[src/rtl/rat_intr_ctrl.sv]
// Eight-source interrupt controller for the RAT MCU: edge-detected pending bits,
// mask, fixed lowest-index priority and a REQ/SERVICE handshake over the port bus.
module rat_intr_ctrl #(
    parameter int          N_SRC   = 8,
    parameter logic [7:0]  MASK_ID = 8'h20,
    parameter logic [7:0]  PEND_ID = 8'h21,
    parameter logic [7:0]  VEC_ID  = 8'h22,
    parameter logic [7:0]  EOI_ID  = 8'h23
) (
    input  logic             CLK,
    input  logic             RESET_N,
    input  logic [N_SRC-1:0] IRQ,
    input  logic [7:0]       PORT_ID,
    input  logic [7:0]       OUT_PORT,
    input  logic             IO_STRB,
    input  logic             INTR_ACK,
    output logic             INTR,
    output logic [7:0]       RD_DATA
);

    typedef enum logic [1:0] {
        ST_IDLE    = 2'd0,
        ST_REQ     = 2'd1,
        ST_SERVICE = 2'd2
    } state_t;

    state_t state_q, state_d;

    logic [N_SRC-1:0] irq_q;
    logic [N_SRC-1:0] mask_q, mask_d;
    logic [N_SRC-1:0] pend_q, pend_d;
    logic [2:0]       vec_q, vec_d;
    logic             intr_q;

    logic [N_SRC-1:0] edge_det;
    logic [N_SRC-1:0] w1c;
    logic [N_SRC-1:0] ack_clr;
    logic [7:0]       mask8, pend8, elig8;
    logic [2:0]       win_idx;
    logic             mask_wr, pend_wr, eoi_wr, ack_take;

    assign mask_wr  = IO_STRB && (PORT_ID == MASK_ID);
    assign pend_wr  = IO_STRB && (PORT_ID == PEND_ID);
    assign eoi_wr   = IO_STRB && (PORT_ID == EOI_ID);
    assign edge_det = IRQ & ~irq_q;
    assign w1c      = pend_wr ? OUT_PORT[N_SRC-1:0] : '0;

    // Byte-wide views: sources at or above N_SRC read as zero and never become eligible.
    generate
        for (genvar gi = 0; gi < 8; gi++) begin : g_byte
            if (gi < N_SRC) begin : g_src
                assign mask8[gi] = mask_q[gi];
                assign pend8[gi] = pend_q[gi];
            end else begin : g_pad
                assign mask8[gi] = 1'b0;
                assign pend8[gi] = 1'b0;
            end
        end
        for (genvar gi = 0; gi < N_SRC; gi++) begin : g_ack
            assign ack_clr[gi] = ack_take && (vec_q == 3'(gi));
        end
    endgenerate

    assign elig8 = pend8 & mask8;

    always_comb begin
        win_idx = 3'd0;
        for (int i = 7; i >= 0; i--) begin
            if (elig8[i]) begin
                win_idx = 3'(i);
            end
        end
    end

    always_comb begin
        state_d  = state_q;
        vec_d    = vec_q;
        ack_take = 1'b0;
        case (state_q)
            ST_IDLE: begin
                if (|elig8) begin
                    vec_d   = win_idx;
                    state_d = ST_REQ;
                end
            end
            ST_REQ: begin
                // The latched vector is held; only an ACK or its withdrawal leaves REQ.
                if (INTR_ACK) begin
                    ack_take = 1'b1;
                    state_d  = ST_SERVICE;
                end else if (!elig8[vec_q]) begin
                    state_d = ST_IDLE;
                end
            end
            ST_SERVICE: begin
                if (eoi_wr) begin
                    state_d = ST_IDLE;
                end
            end
            default: state_d = ST_IDLE;
        endcase
    end

    // A new edge outranks any clear of the same bit in the same cycle.
    assign pend_d = (pend_q & ~(w1c | ack_clr)) | edge_det;
    assign mask_d = mask_wr ? OUT_PORT[N_SRC-1:0] : mask_q;

    always_ff @(posedge CLK or negedge RESET_N) begin
        if (!RESET_N) begin
            irq_q   <= '0;
            mask_q  <= '0;
            pend_q  <= '0;
            vec_q   <= 3'd0;
            state_q <= ST_IDLE;
            intr_q  <= 1'b0;
        end else begin
            irq_q   <= IRQ;
            mask_q  <= mask_d;
            pend_q  <= pend_d;
            vec_q   <= vec_d;
            state_q <= state_d;
            intr_q  <= (state_d == ST_REQ);
        end
    end

    assign INTR = intr_q;

    always_comb begin
        RD_DATA = 8'h00;
        if (PORT_ID == MASK_ID) begin
            RD_DATA = mask8;
        end else if (PORT_ID == PEND_ID) begin
            RD_DATA = pend8;
        end else if (PORT_ID == VEC_ID) begin
            RD_DATA = {state_q == ST_SERVICE, state_q == ST_REQ, 3'b000, vec_q};
        end
    end

endmodule

[config.mk]
export PLATFORM = sky130hd
export DESIGN_NAME = rat_intr_ctrl
export DESIGN_NICKNAME = d
export VERILOG_FILES = /design/src/rtl/rat_intr_ctrl.sv
export SDC_FILE = /design/constraint.sdc
export NUM_CORES = 1
export LEC_CHECK = 0
export BUFFER_PORTS_ARGS = -buffer_cell sky130_fd_sc_hd__buf_2
export CAP_MARGIN = 20
export CORE_MARGIN = 8
export CORE_UTILIZATION = 53
export CTS_CLUSTER_SIZE = 40
export DETAILED_ROUTE_END_ITERATION = 12
export GPL_TIMING_DRIVEN = 0
export MAX_ROUTING_LAYER = met4
export PLACE_DENSITY = 0.79
export SLEW_MARGIN = 15
export SYNTH_ARGS = -nofsm -noshare
export SYNTH_HDL_FRONTEND = slang
export SYNTH_SLANG_ARGS = --single-unit
[constraint.sdc]
create_clock -name CLK -period 1.62 [get_ports CLK]
set_input_delay 0.162 -clock CLK [delete_from_list [all_inputs] [get_ports CLK]]
set_output_delay 0.162 -clock CLK [all_outputs]
set_load 0.01 [all_outputs]
==> run_results.csv <==
group,metric,value,unit
run_status,status,"completed",
global_route,grt_start_max_net_pins,31,
critical_path,crit_path_start,"state_q[1]",
critical_path,cp_top_family,"flip-flops",
die,num_rows,19,
power_and_ir_drop,p_leak,0.995,nW
synth,yosysUniqueCellTypes,33,
placed_design,dpl.hpwl,2.94,mm
power_and_ir_drop,peakVddDrop,0.860,mV
sta,clock_skew,11.8,ps
hold_path,whs_endpoint,"mask8[7]",
cells_and_area,fin_nets,242,
critical_path,crit_type,"flop to output pin",
clock_network,clk_latency,330,ps
route,first_pass_iters,4,
cells_and_area,multi_input_area,772,µm²
sta,tightest_slew,670,ps
synth,synth.most_common_cell,"dfrtp_1",
placed_design,port_buffers,36,
die,coreArea,2780,µm²
sta,setup_violations,0,
critical_path,path_depth,5,
cells_and_area,drive_gt1_frac,0.302,
global_route,grt-ovfl-total,0,
synth,synth-warning-count,0,
route,wirelength,4.04,mm
global_route,grt_usage,0.178,
power_and_ir_drop,p_per_area,1040,nW/µm²
critical_path,r2r_cells,5,
critical_path,critPathMaxStageDelay,430,ps
cells_and_area,num_antenna_cells,0,
sta,hold_viol_final,0,
hold_path,hold_depth,2,
route,avgViaCountPerCell,5.85,
critical_path,slowest_stage,"dfrtp_2",
clock_network,cts_tree,"built",
global_route,antenna_found_initial,0,
route,wl_per_cell,16.4,µm
placed_design,gp_congestion,0.946,
job,maxCapViolCount,0,
critical_path,crit_path_end_kind,"output pin",
synth,synth_top_area_frac,0.477,
route,vias,1439,
hold_path,hp-start,"OUT_PORT[7]",
critical_path,crit_fanout,4,
clock_network,htree_levels,2,
synth,synth_area_leaders,"dfrtp_1 48%, o21ai_0 6.7%, mux2_2 5.7%, mux2i_1 4.5%, a21o_1 3.8%",
cells_and_area,area_growth,25.2,%
critical_path,crit-reg2reg-launch,"state_q[1]",
cells_and_area,fillCellCount,224,
critical_path,r2r-end,"vec_q[0]",
global_route,grt_pass1_wl,6.94,mm
sta,slew_viol_final,0,
die,die_area,4970,µm²
route,drcViolationCount,0,
critical_path,r2r_slack,190,ps
hold_path,min_path_type,"primary input to flop",
critical_path,cp-start-kind,"flop",
cells_and_area,seqCellArea,756,µm²
synth,yosysTopAreaCell,"dfrtp_1",
critical_path,path_buf_inv,1,
clock_network,cts_buffer_depth,2,
synth,synth_cells,160,
synth,synthesis.nets,188,
critical_path,worstPathArrival,1390,ps
sta,rsz0062_at_grt,"yes",
synth,synth_area,1570,µm²
synth,synthFlopType,"dfrtp_1",
synth,yosys-top-cells-count,"30 x dfrtp_1, 21 x o21ai_0, 13 x nand2_1, 11 x a21oi_1",
clock_network,clock_sinks,30,
synth,syn_area_per_cell,9.84,µm²
synth,async_reset_ff_frac,1.00,
sta,min_period,1550,ps
global_route,grt_pass1_vias,1426,
synth,synth-edff-count,0,
sta,slew_headroom,0.553,
synth,seq_area_frac_synth,0.477,
sta,fmax,646,MHz
die,die_w,70.5,µm
route,ant_nets,0,
route,drt_iter0_markers,70,
synth,ys_ff_latch,30,
sta,hold-worst-slack,68.8,ps
sta,fin_crit_sh,0.955,
critical_path,cp.required,1460,ps
die,initial_core_util,0.566,
die,die_y,70.5,µm
die,ios,37,
clock_network,clock_tree.root_cell,"clkbuf_4",
critical_path,cp_cell_sequence,"nor2b_1 > mux2i_1 > a2bb2oi_1 > nor2_1 > buf_2",
power_and_ir_drop,power,2.05,mW
clock_network,numCtsBuffers,5,
clock_network,clkTransAtPathRegs,100,ps
## what timing repair did
item | in CTS | in global routing
hold endpoints to repair | 38 | 0
buffers inserted | 0 | 3
gates resized for setup | 0 | 6
pin swaps | 0 | 1
gates cloned | 0 | 0
setup endpoints to repair | 1 | 13
hold buffers | 9 | 0
## metrics by stage
stage	setup TNS (ps)	setup slack (ps)	util	std cells	cell area, µm²
2_1_floorplan	0	55.8	-	160	1570
3_3_place_gp	-2450	-309	0.645	227	1790
3_5_place_dp	-2640	-340	0.645	227	1790
4_1_cts	0	8.27	0.697	243	1940
5_1_grt	-12.0	-12.0	0.709	246	1970
6_report	0	72.7	0.709	246	1970
## area by class of cell
type	instances	share of cell area
well taps	31	0.0197
flip-flops and latches	30	0.383
plain buffers	3	0.00698
inverters	10	0.0190
clock inverters	1	0.00254
repair buffers	48	0.149
multi-input cells	116	0.392
clock buffers	7	0.0279
## power breakdown
part	total (mW)	switching, mW	leakage [nW]	internal, mW
clock	0.465	0.255	0.0353	0.210
combinational	0.558	0.293	0.616	0.265
sequential	1.03	0.158	0.344	0.871
## worst max path at each step
stage,endpoint
floorplan,mask8[0]
global placement,mask8[0]
detailed placement,mask8[6]
CTS,mask8[6]
global route,RD_DATA[7]
finish,RD_DATA[7]
## cells by family (layout without fill, tap and decap cells)
family / after synthesis / in the layout / share of synthesized area
flip-flops: 30 / 30 / 0.477
buffers and inverters: 14 / 69 / 0.0342
multiplexers: 15 / 15 / 0.102
AND/OR/NAND/NOR: 48 / 48 / 0.182
AO/OA/AOI/OAI: 53 / 53 / 0.205
## sequential cells by signal, indices dropped and copies added, names as in the netlist
name and count:
INTR 1, irq_q 8, mask8 8, pend8 8, state_q 2, vec_q 3
## worst reg2reg max path, stage by stage, from the launching register on
cell and delay (ps):
dfrtp_2 430, buf_4 150, nor2_1 370, nand4_1 150, o211a_1 150, o21ai_0 80
## layer usage
layer	GRT usage	vias to the layer above	routed length, µm	share of wire
met3	0.0551	7	286	0.071
met2	0.278	52	1980	0.49
met1	0.208	695	1710	0.42
met5	-	-	0	0
li1	-	685	-	-
met4	0.0692	0	61	0.015
## layout by cell type (no fill, tap or decap), drive strengths merged, types with 5 or more instances in the layout
master       synthesis  layout
dfrtp               30      30
nand2               14      14
a22oi                5       5
nand3                5       5
dlygate4sd3          0       9
a21oi               11      11
a21o                 8       8
buf                  2      40
nor2                10      10
inv                 10      10
clkbuf               2       9
o21ai               21      21
mux2                 8       8
mux2i                7       7
(Power assumes the default switching activity.)
